`src/rtl/cond_pkg.sv`:
```
// ---------------------------------------------------------------------------
// cond_pkg -- shared definitions for the condition evaluation unit.
//   cond_e          : 4-bit condition field encodings (EQ .. NV)
//   FLAG_Z..FLAG_V  : bit positions of the flags inside a {Z,C,N,V} nibble
// ---------------------------------------------------------------------------
package cond_pkg;

    typedef enum logic [3:0] {
        COND_EQ = 4'b0000,
        COND_NE = 4'b0001,
        COND_CS = 4'b0010,
        COND_CC = 4'b0011,
        COND_MI = 4'b0100,
        COND_PL = 4'b0101,
        COND_VS = 4'b0110,
        COND_VC = 4'b0111,
        COND_HI = 4'b1000,
        COND_LS = 4'b1001,
        COND_GE = 4'b1010,
        COND_LT = 4'b1011,
        COND_GT = 4'b1100,
        COND_LE = 4'b1101,
        COND_AL = 4'b1110,
        COND_NV = 4'b1111
    } cond_e;

    localparam int FLAG_Z = 3;
    localparam int FLAG_C = 2;
    localparam int FLAG_N = 1;
    localparam int FLAG_V = 0;

endpackage

```
`src/rtl/cond_decode.sv`:
```
// ---------------------------------------------------------------------------
// cond_decode -- single-lane condition evaluation.
//   cond  [3:0] : condition field
//   flags [3:0] : {Z,C,N,V}
//   pass        : 1 when the condition holds for the given flags
// Conditions come in complementary pairs: cond[3:1] selects the base
// predicate and cond[0] inverts it. The 111x pair works out naturally:
// AL is base 1, NV is its inverse.
// ---------------------------------------------------------------------------
module cond_decode
    import cond_pkg::*;
(
    input  logic [3:0] cond,
    input  logic [3:0] flags,
    output logic       pass
);

    logic z, c, n, v;
    logic base;

    assign z = flags[FLAG_Z];
    assign c = flags[FLAG_C];
    assign n = flags[FLAG_N];
    assign v = flags[FLAG_V];

    always_comb begin
        // NOTE: default assignment first so no path through the case leaves base unassigned (no latch).
        base = 1'b0;
        case (cond[3:1])
            3'b000:  base = z;
            3'b001:  base = c;
            3'b010:  base = n;
            3'b011:  base = v;
            3'b100:  base = c & ~z;
            3'b101:  base = (n == v);
            3'b110:  base = ~z & (n == v);
            3'b111:  base = 1'b1;
            default: base = 1'b0;
        endcase
    end

    assign pass = base ^ cond[0];

endmodule

```
`src/rtl/cond_eval_unit.sv`:
```
// ---------------------------------------------------------------------------
// cond_eval_unit -- multi-lane condition-code evaluation with status
// register, optional output register and saturating pass/fail statistics.
//   clk, rst_n            : clock, async active-low reset
//   status_wr_en/status_in: status write-back {Z,C,N,V} (bypassed same cycle)
//   in_valid, cond_in     : per-lane valid and 4-bit condition field
//   stall, flush          : hold / squash the output stage
//   out_valid, exec       : per-lane result valid and condition-passed
//   status_out            : current status register
//   pass_cnt, fail_cnt    : saturating counts of accepted lanes by result
// ---------------------------------------------------------------------------
module cond_eval_unit
    import cond_pkg::*;
#(
    parameter int LANES   = 2,
    parameter int REG_OUT = 1,
    parameter int CNT_W   = 16
) (
    input  logic               clk,
    input  logic               rst_n,
    input  logic               status_wr_en,
    input  logic [3:0]         status_in,
    input  logic [LANES-1:0]   in_valid,
    input  logic [4*LANES-1:0] cond_in,
    input  logic               stall,
    input  logic               flush,
    output logic [LANES-1:0]   out_valid,
    output logic [LANES-1:0]   exec,
    output logic [3:0]         status_out,
    output logic [CNT_W-1:0]   pass_cnt,
    output logic [CNT_W-1:0]   fail_cnt
);

    // Three spare bits hold a full LANES<=4 increment without overflow.
    localparam int SUM_W = CNT_W + 3;
    localparam logic [CNT_W-1:0] CNT_MAX = {CNT_W{1'b1}};

    logic [3:0]       status_q;
    logic [3:0]       eval_flags;
    logic [LANES-1:0] pass;
    logic [LANES-1:0] ov_w;
    logic [LANES-1:0] ex_w;
    logic [CNT_W-1:0] pass_cnt_q, fail_cnt_q;
    logic [CNT_W-1:0] pass_next, fail_next;
    logic [SUM_W-1:0] pass_sum, fail_sum;
    logic             accept;

    // A write-back in the same cycle is visible to this cycle's conditions.
    assign eval_flags = status_wr_en ? status_in : status_q;

    // NOTE: sequential state uses non-blocking assignments so every register samples pre-edge values.
    always_ff @(posedge clk or negedge rst_n) begin
        if (!rst_n)
            status_q <= 4'b0000;
        else if (status_wr_en)
            status_q <= status_in;
    end

    for (genvar i = 0; i < LANES; i++) begin : g_lane
        cond_decode u_decode (
            .cond  (cond_in[4*i +: 4]),
            .flags (eval_flags),
            .pass  (pass[i])
        );
    end

    if (REG_OUT != 0) begin : g_reg_out
        logic [LANES-1:0] ov_q, ex_q;

        // Flush wins over stall; exec is cleared together with valid.
        always_ff @(posedge clk or negedge rst_n) begin
            if (!rst_n) begin
                ov_q <= '0;
                ex_q <= '0;
            end else if (flush) begin
                ov_q <= '0;
                ex_q <= '0;
            end else if (!stall) begin
                ov_q <= in_valid;
                ex_q <= in_valid & pass;
            end
        end

        assign ov_w = ov_q;
        assign ex_w = ex_q;
    end else begin : g_comb_out
        assign ov_w = in_valid & ~{LANES{flush}};
        assign ex_w = ov_w & pass;
    end

    // A lane is counted only on the edge where the output stage hands it on.
    assign accept = ~stall & ~flush;

    always_comb begin
        pass_sum = {3'b000, pass_cnt_q};
        fail_sum = {3'b000, fail_cnt_q};
        for (int i = 0; i < LANES; i++) begin
            pass_sum = pass_sum + SUM_W'(ov_w[i] &  ex_w[i]);
            fail_sum = fail_sum + SUM_W'(ov_w[i] & ~ex_w[i]);
        end
        pass_next = (pass_sum > SUM_W'(CNT_MAX)) ? CNT_MAX : pass_sum[CNT_W-1:0];
        fail_next = (fail_sum > SUM_W'(CNT_MAX)) ? CNT_MAX : fail_sum[CNT_W-1:0];
    end

    always_ff @(posedge clk or negedge rst_n) begin
        if (!rst_n) begin
            pass_cnt_q <= '0;
            fail_cnt_q <= '0;
        end else if (accept) begin
            pass_cnt_q <= pass_next;
            fail_cnt_q <= fail_next;
        end
    end

    assign out_valid  = ov_w;
    assign exec       = ex_w;
    assign status_out = status_q;
    assign pass_cnt   = pass_cnt_q;
    assign fail_cnt   = fail_cnt_q;

endmodule

```
`config.mk`:
```
export PLATFORM = sky130hd
export DESIGN_NAME = cond_eval_unit
export DESIGN_NICKNAME = d
export VERILOG_FILES = /design/src/rtl/cond_pkg.sv /design/src/rtl/cond_decode.sv /design/src/rtl/cond_eval_unit.sv
export SDC_FILE = /design/constraint.sdc
export NUM_CORES = 1
export LEC_CHECK = 0
export CAP_MARGIN = 15
export CORE_ASPECT_RATIO = 1.75
export CORE_UTILIZATION = 35
export CTS_BUF_LIST = sky130_fd_sc_hd__clkbuf_2
export DETAILED_ROUTE_END_ITERATION = 8
export GPL_ROUTABILITY_DRIVEN = 1
export PLACE_DENSITY = 0.69
export REMOVE_ABC_BUFFERS = 1
export SETUP_SLACK_MARGIN = 0.1
export SYNTH_ARGS = -nofsm -noshare
export SYNTH_HDL_FRONTEND = slang
export SYNTH_HIERARCHICAL = 1
export SYNTH_SLANG_ARGS = --single-unit
export TNS_END_PERCENT = 1
```
`constraint.sdc`:
```
create_clock -name clk -period 3.03 [get_ports clk]
set_clock_uncertainty 0.15 [all_clocks]
set_input_delay 0.303 -clock clk [delete_from_list [all_inputs] [get_ports clk]]
set_output_delay 0.303 -clock clk [all_outputs]
set_load 0.02 [all_outputs]
```
==> impl_metrics.csv <==
group,metric,value,unit
sta,period_minus_slack,2580,ps
synth,synthTopCellsByCount,"dfrtp_1 (40), nand2_1 (36), nor2_1 (14)",
worst_setup_path,crit_required,3200,ps
detailed_routing,wl,5.31,mm
worst_setup_path,regToRegEndpoint,"pass_cnt[2]",
power,clkPwrFrac,0.204,
synth,syn_area_per_cell,9.52,um2
sta,finalCritPeriodShare,0.850,
global_route,grt_max_degree,41,
die,start_util,0.366,
power,combPwrFrac,0.267,
synth,synth_top_area_share,0.461,
power,p_sw_frac,0.334,
layout,nFillCells,640,
detailed_routing,drtAntennaViolNets,0,
clock_tree,cts.sinks,40,
sta,setup_tns,0,ps
sta,fmax,388,MHz
global_route,antenna_found_initial,0,
layout,num_antenna_cells,0,
die,core_area,5930,um2
die,die_w,61.5,um
synth,synth-main-ff-cell,"dfrtp_1",
sta,hold_ws,378,ps
sta,worst_pin_slew,904,ps
clock_tree,cts.clk_slew.worst_paths,210,ps
sta,finalSetupViolations,0,
clock_tree,cts_made_buffers,5,
power,internal_power,0.782,mW
synth,yosysMostFrequentCell,"dfrtp_1",
synth,ys_types,35,
sta,finalHoldViolCount,0,
synth,syn_inst,228,
synth,yosysSeqAreaShare,0.461,
worst_setup_path,worstPathArrival,2750,ps
worst_setup_path,worst_setup_path_end_kind,"flop",
placement,dp.final_hpwl,3.97,mm
detailed_routing,vias_per_cell,5.21,
placement,gp_congestion,0.865,
detailed_routing,firstDrtPassIters,4,
flow_run,cap_violations,0,
global_route,grt_overflow_total,0,
worst_setup_path,ff2ff_path_depth,8,
layout,nNetsFinal,313,
sta,relSlewSlack,0.398,
power,peakVddDrop,307,uV
clock_tree,clockRootBuffer,"clkbuf_2",
global_route,grt_pass1_wl,8.95,mm
synth,synth.cell_area,2170,um2
die,rows,37,
worst_setup_path,critPathCapture,"pass_cnt[2]",
power,p_switching,0.393,mW
clock_tree,cts_max_path_buffers,2,
clock_tree,cts_tree,"built",
power,p_per_area,408,nW/um2
worst_setup_path,startpoint,"exec[1]",
run_status,outcome,"completed",
die,die-area,6530,um2
clock_tree,cts_resized,0,
global_route,grt_use_total,0.180,
worst_setup_path,crit_chain,"nand2_1 > fa_1 > inv_1 > ha_1 > and4bb_1 > and3_1 > nand4_1 > o21ai_0",
detailed_routing,drc_errors,0,
global_route,grt_pass1_vias,1893,
sta,rsz0062_at_grt,"no",
worst_setup_path,critPathLaunchType,"flop",
placement,io_buffers,58,
min_path,holdCritPathClass,"input pin to flop",
worst_setup_path,critPathKind,"flop to flop",
synth,synth-seq-cells,40,
synth,ys_async_sr_fraction,1.00,
power,p_leak,1.32,nW
worst_setup_path,cp_slowest_cell,"nand4_1",
clock_tree,cts_setup_buffers,0,
synth,ys_warn_count,6,
detailed_routing,vias,1924,
worst_setup_path,timing.reg2reg.setup_slack,450,ps
synth,post-synth-top-area-cell,"dfrtp_1",
detailed_routing,post_drt_wl_per_cell,14.4,um
worst_setup_path,cpPeakStageDelay,500,ps
clock_tree,cts_max_level,2,
power,pwr-share-seq,0.529,
synth,ys_top_cells_by_area,"dfrtp_1 (46%), nand2_1 (6.2%), xor2_1 (4.8%)",
die,io_pins,59,
clock_tree,insertion_delay,400,ps
die,fp.dieH,106,um
clock_tree,cts_hold_buf,1,
sta,drv_slew,0,
worst_setup_path,r2r-start,"exec[1]",
worst_setup_path,cp_max_fo,13,
layout,layout-drive-gt1-share,0.0756,
synth,synth_edf_count,0,
detailed_routing,drtIter0Drc,48,
layout,syn2layout_area_growth,32.6,%
==> worst min path at each step <==
stage,endpoint,cells past startpoint,slack [ps],from
2_1_floorplan,exec[0],0,-140,rst_n
3_3_place_gp,out_valid[0],1,340,rst_n
3_5_place_dp,pass_cnt[11],1,340,rst_n
4_1_cts,out_valid[1],3,360,in_valid[1]
5_1_grt,out_valid[1],3,350,in_valid[1]
6_report,out_valid[1],3,380,in_valid[1]
==> kinds of logic after synthesis <==
kind of cell,Yosys count,synth area share
and+or+nand+nor,103,0.248
DFF,40,0.461
AOI/OAI and AO/OA,32,0.0807
xor gates and xnor gates,20,0.0807
buffers and inverters,16,0.0357
muxes,13,0.0640
adders and majority gates,4,0.0300
==> through the flow <==
step,instance area (um2),utilization,power [mW],cells,worst slack [ps]
2_1_floorplan,2120,-,0.778,220,638
3_3_place_gp,2830,0.477,0.936,360,526
3_5_place_dp,2830,0.477,0.945,360,468
4_1_cts,2880,0.486,1.19,369,432
5_1_grt,2880,0.486,1.25,369,214
6_report,2880,0.486,1.18,369,455
==> power groups by stage <==
stage | logic, mW | clock network, mW | registers, mW
floorplan | 0.106 | 0 | 0.672
global placement | 0.308 | 0 | 0.628
detailed placement | 0.314 | 0 | 0.631
CTS | 0.318 | 0.248 | 0.621
global route | 0.344 | 0.274 | 0.630
finish | 0.314 | 0.240 | 0.622
==> worst max-delay path: cells and delay by family, from the launching register on <==
family          cells  cell delay, ps
compound gates      1             230
fa+ha+maj           2             590
buf+inv             1              70
flops               1             440
simple gates        4            1040
==> cell type report <==
class,instances,area (um2),area share
Clock buffer,6,30.0,0.0104
Clock inverter,2,11.3,0.00391
Inverter,8,30.0,0.0104
Multi-Input combinational cell,172,1090,0.380
Sequential cell,40,1000,0.348
Tap cell,78,97.6,0.0339
Timing Repair Buffer,63,616,0.214
==> flip-flops by register name, summed over array words and instances, names as in the netlist <==
| name | count |
|---|---|
| fail_cnt | 16 |
| pass_cnt | 16 |
| status_out | 4 |
| exec | 2 |
| out_valid | 2 |
==> placed cells by master, fill, tap and decap left out, drive strengths merged <==
| cell type | count |
|---|---|
| or3 | 1 |
| ha | 2 |
| and3 | 7 |
| a21oi | 12 |
| nor2 | 14 |
| inv | 8 |
| clkdlybuf4s50 | 57 |
| and2 | 2 |
| nand2b | 4 |
| a22oi | 1 |
| dfrtp | 40 |
| o31ai | 2 |
| nand4b | 3 |
| nor2b | 3 |
| a31oi | 3 |
| a41oi | 1 |
| mux2i | 6 |
| or3b | 1 |
| nand2 | 36 |
| xnor2 | 8 |
| nand4 | 13 |
| mux2 | 7 |
| nor4 | 3 |
| xor2 | 12 |
| clkinv | 1 |
| fa | 2 |
| nor3 | 5 |
| buf | 5 |
| clkinvlp | 1 |
| and4 | 1 |
| and4bb | 2 |
| o21ai | 13 |
| clkbuf | 6 |
| dlygate4sd3 | 1 |
| nand3 | 8 |
==> routing by layer <==
metal / global-route usage / wire length [um]
met1: 0.193 / 2020
met2: 0.335 / 3060
met3: 0.0328 / 159
met4: 0.0571 / 70
met5: 0 / 0
Note: power is estimated with default switching activity, not from simulation.
